==> config.mk <==
export PLATFORM = sky130hd
export DESIGN_NAME = acc_cpu_mc
export DESIGN_NICKNAME = d
export VERILOG_FILES = /design/src/rtl/acc_cpu_pkg.sv /design/src/rtl/acc_cpu_alu.sv /design/src/rtl/acc_cpu_mc.sv
export SDC_FILE = /design/constraint.sdc
export NUM_CORES = 1
export LEC_CHECK = 0
export CAP_MARGIN = 20
export CORE_UTILIZATION = 42
export CTS_CLUSTER_SIZE = 10
export DETAILED_ROUTE_END_ITERATION = 8
export DONT_BUFFER_PORTS = 1
export PLACE_DENSITY_LB_ADDON = 0.2
export SLEW_MARGIN = 0
export SYNTH_ARGS = -nofsm -noshare
export SYNTH_HDL_FRONTEND = slang
export SYNTH_SLANG_ARGS = --single-unit
==> constraint.sdc <==
create_clock -name clock -period 4.59 [get_ports clock]
set_clock_uncertainty 0.2 [all_clocks]
set_input_delay 0.6885 -clock clock [delete_from_list [all_inputs] [get_ports clock]]
set_output_delay 0.6885 -clock clock [all_outputs]
set_load 0.01 [all_outputs]
==> src/rtl/acc_cpu_pkg.sv <==
// Shared definitions for the multicycle accumulator core.
// Contents: opcode enumeration, FSM state enumeration and the is_mem_op helper.
package acc_cpu_pkg;

   typedef enum logic [3:0] {
      OP_NOP  = 4'h0,
      OP_ADD  = 4'h1,
      OP_SHL  = 4'h2,
      OP_SHR  = 4'h3,
      OP_LDI  = 4'h4,
      OP_LD   = 4'h5,
      OP_OR   = 4'h6,
      OP_ST   = 4'h7,
      OP_BR   = 4'h8,
      OP_AND  = 4'h9,
      OP_SUB  = 4'hA,
      OP_BZ   = 4'hB,
      OP_BN   = 4'hC,
      OP_XOR  = 4'hD,
      OP_BC   = 4'hE,
      OP_HALT = 4'hF
   } opcode_e;

   typedef enum logic [1:0] {
      S_FETCH = 2'd0,
      S_EXEC  = 2'd1,
      S_HALT  = 2'd2
   } state_e;

   // True for opcodes whose EXEC phase performs a memory access.
   function automatic logic is_mem_op(input opcode_e op);
      logic res;
      case (op)
         OP_ADD, OP_SHL, OP_SHR, OP_LD, OP_OR,
         OP_ST, OP_AND, OP_SUB, OP_XOR: res = 1'b1;
         default:                       res = 1'b0;
      endcase
      return res;
   endfunction

endpackage

==> src/rtl/acc_cpu_alu.sv <==
// Combinational ALU of the accumulator core.
// Ports:
//   op_i          opcode of the executing instruction
//   ac_i          current accumulator
//   m_i           operand value (memory word, or zero-extended immediate for LDI)
//   c_i           current carry flag
//   result_o      new accumulator value (valid when writes_ac_o)
//   carry_next_o  new carry flag (equals c_i except for ADD/SUB)
//   writes_ac_o   the opcode updates the accumulator
module acc_cpu_alu
   import acc_cpu_pkg::*;
#(
   parameter int DATA_WIDTH = 32
) (
   input  opcode_e               op_i,
   input  logic [DATA_WIDTH-1:0] ac_i,
   input  logic [DATA_WIDTH-1:0] m_i,
   input  logic                  c_i,
   output logic [DATA_WIDTH-1:0] result_o,
   output logic                  carry_next_o,
   output logic                  writes_ac_o
);

   // Result, carry and write-enable selection per opcode.
   always_comb begin
      result_o     = ac_i;
      carry_next_o = c_i;
      writes_ac_o  = 1'b0;
      case (op_i)
         OP_ADD: begin
            {carry_next_o, result_o} = {1'b0, ac_i} + {1'b0, m_i};
            writes_ac_o              = 1'b1;
         end
         // The shift amount is the whole operand; amounts >= width give zero.
         OP_SHL: begin
            result_o    = ac_i << m_i;
            writes_ac_o = 1'b1;
         end
         OP_SHR: begin
            result_o    = ac_i >> m_i;
            writes_ac_o = 1'b1;
         end
         OP_LDI, OP_LD: begin
            result_o    = m_i;
            writes_ac_o = 1'b1;
         end
         OP_OR: begin
            result_o    = ac_i | m_i;
            writes_ac_o = 1'b1;
         end
         OP_AND: begin
            result_o    = ac_i & m_i;
            writes_ac_o = 1'b1;
         end
         OP_XOR: begin
            result_o    = ac_i ^ m_i;
            writes_ac_o = 1'b1;
         end
         // Carry holds the borrow: set when AC < M (unsigned).
         OP_SUB: begin
            result_o     = ac_i - m_i;
            carry_next_o = (ac_i < m_i);
            writes_ac_o  = 1'b1;
         end
         default: begin
            result_o     = ac_i;
            carry_next_o = c_i;
            writes_ac_o  = 1'b0;
         end
      endcase
   end

endmodule

==> src/rtl/acc_cpu_mc.sv <==
// Multicycle accumulator CPU with a single stall-capable memory port.
// Ports:
//   clock, reset          rising-edge clock, synchronous active-high reset
//   mem_req/addr/we/wdata memory request; held stable until mem_ready is seen
//   mem_ready, mem_rdata  access completes on an edge with mem_req & mem_ready
//   halted                core executed HALT (cleared only by reset)
//   pc_dbg/ac_dbg/carry_dbg architectural state for observation
module acc_cpu_mc
   import acc_cpu_pkg::*;
#(
   parameter int DATA_WIDTH = 32,
   parameter int ADDR_WIDTH = 16,
   parameter logic [ADDR_WIDTH-1:0] RESET_PC = {ADDR_WIDTH{1'b0}}
) (
   input  logic                  clock,
   input  logic                  reset,
   output logic                  mem_req,
   output logic [ADDR_WIDTH-1:0] mem_addr,
   output logic                  mem_we,
   output logic [DATA_WIDTH-1:0] mem_wdata,
   input  logic                  mem_ready,
   input  logic [DATA_WIDTH-1:0] mem_rdata,
   output logic                  halted,
   output logic [ADDR_WIDTH-1:0] pc_dbg,
   output logic [DATA_WIDTH-1:0] ac_dbg,
   output logic                  carry_dbg
);

   state_e                  state_q, state_d;
   logic [ADDR_WIDTH-1:0]   pc_q, pc_d;
   logic [DATA_WIDTH-1:0]   ir_q, ir_d;
   logic [DATA_WIDTH-1:0]   ac_q, ac_d;
   logic                    c_q, c_d;

   opcode_e                 opcode_s;
   logic [ADDR_WIDTH-1:0]   operand_s;
   logic                    mem_op_s;
   logic [DATA_WIDTH-1:0]   alu_m_s;
   logic [DATA_WIDTH-1:0]   alu_result_s;
   logic                    alu_carry_s;
   logic                    alu_writes_s;
   logic                    unused_ir_bits_s;

   assign opcode_s         = opcode_e'(ir_q[DATA_WIDTH-1 -: 4]);
   assign operand_s        = ir_q[ADDR_WIDTH-1:0];
   assign mem_op_s         = is_mem_op(opcode_s);
   // Bits between the opcode and the operand carry no meaning.
   assign unused_ir_bits_s = ^ir_q[DATA_WIDTH-5:ADDR_WIDTH];

   // LDI feeds the zero-extended immediate through the ALU's M input.
   assign alu_m_s = mem_op_s ? mem_rdata
                             : {{(DATA_WIDTH-ADDR_WIDTH){1'b0}}, operand_s};

   acc_cpu_alu #(
      .DATA_WIDTH (DATA_WIDTH)
   ) u_alu (
      .op_i         (opcode_s),
      .ac_i         (ac_q),
      .m_i          (alu_m_s),
      .c_i          (c_q),
      .result_o     (alu_result_s),
      .carry_next_o (alu_carry_s),
      .writes_ac_o  (alu_writes_s)
   );

   // Memory port muxing; reset suppresses the request in the same cycle.
   always_comb begin
      mem_req  = 1'b0;
      mem_addr = pc_q;
      mem_we   = 1'b0;
      if (reset) begin
         mem_req = 1'b0;
      end else begin
         case (state_q)
            S_FETCH: begin
               mem_req  = 1'b1;
               mem_addr = pc_q;
            end
            S_EXEC: begin
               if (mem_op_s) begin
                  mem_req  = 1'b1;
                  mem_addr = operand_s;
                  mem_we   = (opcode_s == OP_ST);
               end else begin
                  mem_req  = 1'b0;
               end
            end
            default: begin
               mem_req = 1'b0;
            end
         endcase
      end
   end

   assign mem_wdata = ac_q;
   assign halted    = (state_q == S_HALT) && !reset;
   assign pc_dbg    = pc_q;
   assign ac_dbg    = ac_q;
   assign carry_dbg = c_q;

   // Next-state logic for the FETCH/EXEC/HALT sequencer and architectural state.
   always_comb begin
      state_d = state_q;
      pc_d    = pc_q;
      ir_d    = ir_q;
      ac_d    = ac_q;
      c_d     = c_q;
      case (state_q)
         S_FETCH: begin
            if (mem_ready) begin
               ir_d    = mem_rdata;
               pc_d    = pc_q + ADDR_WIDTH'(1'b1);
               state_d = S_EXEC;
            end else begin
               state_d = S_FETCH;
            end
         end
         S_EXEC: begin
            if (mem_op_s) begin
               // Stores leave AC alone: the ALU reports no AC write for ST.
               if (mem_ready) begin
                  ac_d    = alu_writes_s ? alu_result_s : ac_q;
                  c_d     = alu_carry_s;
                  state_d = S_FETCH;
               end else begin
                  state_d = S_EXEC;
               end
            end else begin
               ac_d    = alu_writes_s ? alu_result_s : ac_q;
               c_d     = alu_carry_s;
               state_d = S_FETCH;
               // Taken branches overwrite the PC+1 from the fetch.
               case (opcode_s)
                  OP_BR:   pc_d = operand_s;
                  OP_BZ:   pc_d = (ac_q == {DATA_WIDTH{1'b0}}) ? operand_s : pc_q;
                  OP_BN:   pc_d = ac_q[DATA_WIDTH-1] ? operand_s : pc_q;
                  OP_BC:   pc_d = c_q ? operand_s : pc_q;
                  OP_HALT: state_d = S_HALT;
                  default: pc_d = pc_q;
               endcase
            end
         end
         S_HALT: begin
            state_d = S_HALT;
         end
         default: begin
            state_d = S_FETCH;
         end
      endcase
   end

   // State registers with synchronous reset.
   always_ff @(posedge clock) begin
      if (reset) begin
         state_q <= S_FETCH;
         pc_q    <= RESET_PC;
         ir_q    <= {DATA_WIDTH{1'b0}};
         ac_q    <= {DATA_WIDTH{1'b0}};
         c_q     <= 1'b0;
      end else begin
         state_q <= state_d;
         pc_q    <= pc_d;
         ir_q    <= ir_d;
         ac_q    <= ac_d;
         c_q     <= c_d;
      end
   end

endmodule
== After elaboration in Yosys (flattened, before gate mapping) ==
Memory sizes are Yosys's and may differ from the RTL's. A register that Yosys moved wholly into a read port is not among the register bits.
Index checks and enable logic that the tools add are counted.

* $add $sub $neg: 3
* $lt $le $gt $ge: 1
* Equal/unequal tests: 24
* Shift operators: 2
* Multiplexer cells: 32
* Bitwise gates (word level): 3
* Reductions and logical operators: 10

{| class="wikitable"
|+ Operators by type and width
! cell !! number
|-
| one-hot mux 32 bit (8 select lines) || 1
|-
| 2-to-1 mux 16 bit || 8
|-
| 2-to-1 mux 32 bit || 4
|-
| one-hot mux 16 bit (4 select lines) || 1
|-
| adder 32 x 32 -> 33 bit || 1
|-
| AND 32 bit || 1
|-
| == test 4 bit, second input constant || 8
|-
| logical NOT 32 bit || 1
|-
| < comparator 32 bit || 1
|-
| OR 32 bit || 1
|-
| one-hot mux 16 bit (2 select lines) || 1
|-
| << shifter 32 x 32 -> 32 bit || 1
|-
| >> shifter 32 x 32 -> 32 bit || 1
|-
| subtractor 32 bit || 1
|-
| XOR 32 bit || 1
|-
| adder 16 x 1 -> 16 bit, second input constant || 1
|-
| == test 4 x 3 -> 1 bit, second input constant || 4
|-
| 2-to-1 mux 1 bit || 10
|-
| inequality test 3 bit, second input constant || 3
|-
| OR reduction 9 bit || 1
|-
| == test 4 x 2 -> 1 bit, second input constant || 2
|-
| 2-to-1 mux 4 bit || 2
|-
| AND reduction 7 bit || 1
|-
| inequality test 2 bit, second input constant || 3
|-
| 13 further kinds || 16
|}

* Flip-flop bits (word level): 83
* Memory bits (read-only): 16
* Input port bits: 35
* Output and inout port bits: 100
* Logic and storage cells: 81
* Memories kept: 1

{| class="wikitable"
|+ Memory list
! memory !! depth !! width !! read ports !! clocked after Yosys merged registers in !! write ports !! RTL line !! source
|-
| (name not given) || 16 || 1 || 1 || 1 || 0 || acc_cpu_pkg.sv:33 || <nowiki>case (op)</nowiki>
|}

== Logic depth before layout (Yosys ltp) ==
* Depth in word-level cells: 6
* Depth in mapped cells: 16
* Mapped depth without buffers: 14

== By module ==
Synthesis repeated with hierarchy kept, for this count alone.

* Cells, all modules: 1917
* Area total of the unflattened synthesis: 12963.7 um2

{| class="wikitable"
|+ Modules (own cells, without submodules)
! module !! times used !! cells an instance !! area an instance (um2) !! seq. area each (um2)
|-
| acc_cpu_alu || 1 || 1418 || 9032.4 || 0.0
|-
| acc_cpu_mc || 1 || 499 || 3931.3 || 1441.4
|}

== Worst setup path before layout ==
No wires, ideal clock.

* Path type: flip-flop to flip-flop
* From: reg mem_op_s (netlist name)
* To: reg ac_q[29] (netlist: ac_dbg[29])
* Library setup time: 0.139 ns
* Data arrival time: 3.847 ns
* Required time: 4.251 ns
* Slack: 0.404 ns
* Cell stages (with the launch flop): 16
* Buffers on the path: 4
* Period minus slack after synthesis: 4.186 ns
* Cell sequence: dfxtp_1 buf_2 buf_1 clkbuf_1 mux2i_1 ha_1 clkbuf_1 a21oi_1 o211ai_1 a221o_1 a22oi_1 o31a_1 nand2b_1 a221o_1 o31ai_1 a221oi_1

* Word-level cells in the longest chain between the ends: 6
* Elaborated cells between the ends (all ways): 14
* Classes of those cells: add/sub: 2; eq/ne: 1; shift: 2; mux: 5; bitwise: 3; reduce/logical: 1

{| class="wikitable"
|+ Ends and longest elaborated chain
! item !! RTL line !! source
|-
| 2-to-1 mux 32 bit || acc_cpu_mc.sv:51 || <nowiki>assign alu_m_s = mem_op_s ? mem_rdata</nowiki>
|-
| subtractor 32 bit, or another cell as far along || acc_cpu_alu.sv:61 || <nowiki>result_o = ac_i - m_i;</nowiki>
|-
| one-hot mux 32 bit (8 select lines) || acc_cpu_alu.sv:29 || <nowiki>case (op_i)</nowiki>
|-
| 2-to-1 mux 32 bit || acc_cpu_mc.sv:122, acc_cpu_mc.sv:129 ||
|-
| 2-to-1 mux 32 bit || acc_cpu_mc.sv:121 || <nowiki>if (mem_ready) begin</nowiki>
|-
| 2-to-1 mux 32 bit || acc_cpu_mc.sv:119 || <nowiki>if (mem_op_s) begin</nowiki>
|-
| to (signal assigned) || acc_cpu_mc.sv:158 || <nowiki>ac_q <= {DATA_WIDTH{1'b0}};</nowiki>
|-
| to (decl) || acc_cpu_mc.sv:32 || <nowiki>logic [DATA_WIDTH-1:0] ac_q, ac_d;</nowiki>
|}

Parallel ways exist; a longest one is shown, timed or not. The select of a mux whose other input is x is not followed.
A chain may end at the register's enable or synchronous reset.

== Final worst setup path ==
* From: reg mem_op_s (netlist name)
* To: reg ac_q[26] (netlist: ac_dbg[26])

* Word-level cells in the longest chain between the ends: 6
* Elaborated cells between the ends (all ways): 14
* Classes of those cells: add/sub: 2; eq/ne: 1; shift: 2; mux: 5; bitwise: 3; reduce/logical: 1

{| class="wikitable"
|+ Ends and longest elaborated chain
! item !! RTL line
|-
| 2-to-1 mux 32 bit || acc_cpu_mc.sv:51
|-
| subtractor 32 bit, or another cell as far along || acc_cpu_alu.sv:61
|-
| one-hot mux 32 bit (8 select lines) || acc_cpu_alu.sv:29
|-
| 2-to-1 mux 32 bit || acc_cpu_mc.sv:122, acc_cpu_mc.sv:129
|-
| 2-to-1 mux 32 bit || acc_cpu_mc.sv:121
|-
| 2-to-1 mux 32 bit || acc_cpu_mc.sv:119
|}

Parallel ways exist; a longest one is shown, timed or not. The select of a mux whose other input is x is not followed.

==> results.md <==
* Outcome: finished, final reports clean
* Maximum number of pins on one net before global-route repair at 77
* Remaining global-route overflow at 0
* Hold path start: reset
* Count of endpoints failing setup in the final report at 0
* Clock tree from TritonCTS: done
* Syn nets at 1,913
* Count of port buffers added during placement at 0
* Buffer type at the clock tree root: clkbuf_16
* Setup TNS Final at 0 ns
* H-tree depth at 3
* Clock Sinks at 72
* Via count of the routed design at 13,972
* Gate count of the mapped netlist at 1,766
* Overall power of the completed layout at 3.53 mW
* Type of element capturing the critical path: flop
* Initial core utilization at 0.430
* Worst max-slew margin expressed relative to the limit at 0.432
* Hold buffer count at cts at 0
* Crit Reg-Reg Startpoint: mem_op_s
* Number of antenna violations at the first check in global routing at 1
* Static Leak at 5.20 nW
* Total Nets Final at 1,842
* Average footprint of a synthesized cell at 7.05 µm²
* Final count of pins violating max slew at 0
* Core Rows at 62
* Simple-gate area share of the yosys netlist at 0.204
* Power density of the placed cells at 269 nW/µm²
* Multiplexer share of the synthesized area at 0.158
* Buffer levels on the longest clock path at 2
* Register bit total from synthesis at 72
* Synth Flop Type: dfxtp_1
* CP Data Arrival Time at 4.44 ns
* Inserted Clock Buffers at 9
* Compound-cell area share of the yosys netlist at 0.291
* Final Core Density at 0.453
* DRT Wirelength at 55,300 µm
* Resize count post-CTS at 0
* Detailed-routing iteration count for the pre-antenna-repair pass at 6
* Peak supply drop at 0.000147 V
* FMAX at 227 MHz
* Ratio of cells with drive above 1 in the final layout at 0.0953
* DR iter-0 viols at 1,997
* Final weighted congestion in routability-driven placement at 1.04
* GR Util All Layers at 0.355
* Via-to-Cell Ratio at 6.70
* Hold path endpoint: ir_q[5]
* Register-to-register setup slack at 0.19 ns
* Total setup buffers inserted after CTS at 0
* Fraction of the mapped netlist area in adder cells at 0.114
* First-pass GRT wire length at 82,900 µm
* Main combinational cell family by area after synthesis: compound AO/OA/AOI/OAI gates
* Die Outline Area at 30,300 µm²
* Post-detailed-placement cell area at 12,800 µm²
* CP startpoint kind: flop
* Final routed wire length divided by cell count at 26.5 µm
* Antenna-violating nets left at 0
* Length in cells of the worst reg-to-reg path at 12
* DRC violation count after routing at 0
* Final hold violations at 0
* Count of warnings emitted by yosys at 0
* Overall die height at 174 µm
* Maximum fanout encountered on the critical timing path at 17
* Reported max-cap violation count at 0
* Worst setup slack after layout at 0.187 ns
* Actual transition at the worst max-transition pin at 0.851 ns
* Pre-CTS setup slack at 0.246 ns
* Post-synthesis sequential area ratio at 0.116
* Floorplan Core Area at 28,900 µm²
* Worst skew pair latency at 0.37 ns
* Die Wd at 174 µm
* Worst setup path category: reg -> reg
* Worst hold path class: in -> reg
* Time the final worst path needs with I/O delays and setup at 4.40 ns
* Top-level port count at 135
* Hold Path Cell Cnt at 1
* Count of flip-flops with a built-in enable after synthesis at 0
* Number of global-route vias before repair at 13,011
* Terminus of the critical flop-to-flop path: ac_dbg[26]
* Clock slew at the register clock pins of the worst setup and hold paths at 0.09 ns
* Layout overhead on the synthesized area at 5.41%
* Cell area after layout at 13,100 µm²
* Synthesized area at 12,400 µm²
* Worst setup startpoint: mem_op_s
* Post-synthesis xor/xnor area fraction at 0.0225
* Share of async-settable or async-resettable flops after synthesis at 0
* Share of the cycle needed by the critical path after routing at 0.959
* Data required time of the worst path at 4.62 ns
* DP HPWL at 40,900 µm
* Number of unique standard cell types used by synthesis at 82
==> cell families (layout without fill, tap and decap cells) <==
| kind of cell | Yosys count | after routing |
|---|---|---|
| AO/OA/AOI/OAI | 554 | 554 |
| XOR/XNOR | 32 | 32 |
| adder cells (fa/ha/maj) | 112 | 112 |
| AND/OR/NAND/NOR | 554 | 554 |
| flip-flops | 72 | 72 |
| multiplexers | 178 | 178 |
| buffers and inverters | 264 | 198 |
| other | 0 | 2 |
==> layout make-up <==
cell class,instances,area (µm²)
Clock buffer,9,225
Timing Repair Buffer,79,606
Sequential cell,72,1440
Antenna cell,2,5.00
Tap cell,384,480
Clock inverter,7,61.3
Fill cell,2983,15800
Multi-Input combinational cell,1430,9910
Inverter,103,387
==> cells in the final DEF, fill, tap and decap left out, drive strengths merged, types with 7 or more instances in the layout <==
cell | netlist | routed
a2111oi | 12 | 12
a211oi | 30 | 30
a21o | 9 | 9
a21oi | 151 | 151
a221o | 7 | 7
a221oi | 25 | 25
a22oi | 24 | 24
a311oi | 12 | 12
a31oi | 26 | 26
and2 | 13 | 13
and3 | 11 | 11
buf | 70 | 79
clkbuf | 91 | 9
dfxtp | 72 | 72
ha | 110 | 110
inv | 102 | 106
mux2 | 25 | 25
mux2i | 142 | 142
mux4 | 11 | 11
nand2 | 211 | 211
nand2b | 22 | 22
nand3 | 39 | 39
nand4 | 8 | 8
nor2 | 142 | 142
nor2b | 18 | 18
nor3 | 43 | 43
nor4 | 23 | 23
o2111ai | 9 | 9
o211ai | 25 | 25
o21a | 10 | 10
o21ai | 105 | 105
o21bai | 10 | 10
o221ai | 12 | 12
o22ai | 31 | 31
o31ai | 15 | 15
or3 | 7 | 7
xnor2 | 26 | 26
==> flip-flops by register name (all words and copies together) (netlist names) <==
register and cells:
ac_dbg 32, ir_q 20, pc_dbg 16, state_q 2
carry_dbg 1, mem_op_s 1
==> power breakdown <==
group          internal (mW)  total (mW)  switching [mW]
clock                  0.379       0.754           0.376
combinational          0.703        2.01            1.31
sequential             0.667       0.760          0.0928
total                   1.75        3.53            1.78
==> how the worst max path moves through the flow <==
stage          slack (ns)          to
3_3_place_gp         0.30   ac_dbg[9]
6_report             0.19  ac_dbg[26]
5_1_grt            -0.003  ac_dbg[29]
2_1_floorplan        0.40  ac_dbg[29]
4_1_cts              0.22  ac_dbg[25]
3_5_place_dp         0.25  ac_dbg[25]
==> worst max-delay path, stage by stage, from the launching register on <==
cell and delay, ns:
dfxtp_2 0.57, buf_4 0.38, mux2i_1 0.39, ha_1 0.50, inv_1 0.14, a21oi_1 0.31, a21oi_1 0.15, nor3_1 0.39
a31oi_1 0.20, a21oi_1 0.25, mux2_2 0.37, a221oi_1 0.30, a2111oi_0 0.11
==> cell usage after synthesis, drive strengths merged (7+ instances only) <==
| library cell | count | share of area |
|---|---|---|
| xnor2 | 26 | 0.018 |
| nand2b | 22 | 0.011 |
| a21oi | 151 | 0.061 |
| a221o | 7 | 0.0056 |
| a221oi | 25 | 0.018 |
| a2111oi | 12 | 0.0091 |
| nor3 | 43 | 0.019 |
| a22oi | 24 | 0.014 |
| buf | 70 | 0.036 |
| o21ai | 105 | 0.042 |
| o21bai | 10 | 0.0060 |
| mux2 | 25 | 0.023 |
| mux4 | 11 | 0.020 |
| nor2 | 142 | 0.043 |
| and2 | 13 | 0.0065 |
| or3 | 7 | 0.0035 |
| and3 | 11 | 0.0055 |
| ha | 110 | 0.11 |
| nor2b | 18 | 0.0090 |
| nand3 | 39 | 0.016 |
| a311oi | 12 | 0.0084 |
| o2111ai | 9 | 0.0063 |
| a211oi | 30 | 0.018 |
| o211ai | 25 | 0.015 |
| clkbuf | 91 | 0.027 |
| o21a | 10 | 0.0060 |
| dfxtp | 72 | 0.12 |
| mux2i | 142 | 0.12 |
| inv | 102 | 0.031 |
| o31ai | 15 | 0.0090 |
| o22ai | 31 | 0.016 |
| nor4 | 23 | 0.012 |
| a21o | 9 | 0.0054 |
| nand4 | 8 | 0.0040 |
| nand2 | 211 | 0.064 |
| o221ai | 12 | 0.0084 |
| a31oi | 26 | 0.013 |
==> through the flow <==
step           hold slack (ns)  cells
5_1_grt                  0.185   2086
3_3_place_gp             0.272   2068
4_1_cts                  0.188   2084
6_report                 0.204   2086
2_1_floorplan            0.258   1766
3_5_place_dp             0.274   2068
==> routing by layer <==
metal  GRT usage  up-vias  share of wire
li1            -     6293              -
met1       0.492     6679           0.43
met2       0.524      852           0.42
met3      0.0715      148           0.11
met4       0.166        0          0.045
met5           0        -              0
Note: power is estimated with default switching activity, not from simulation.
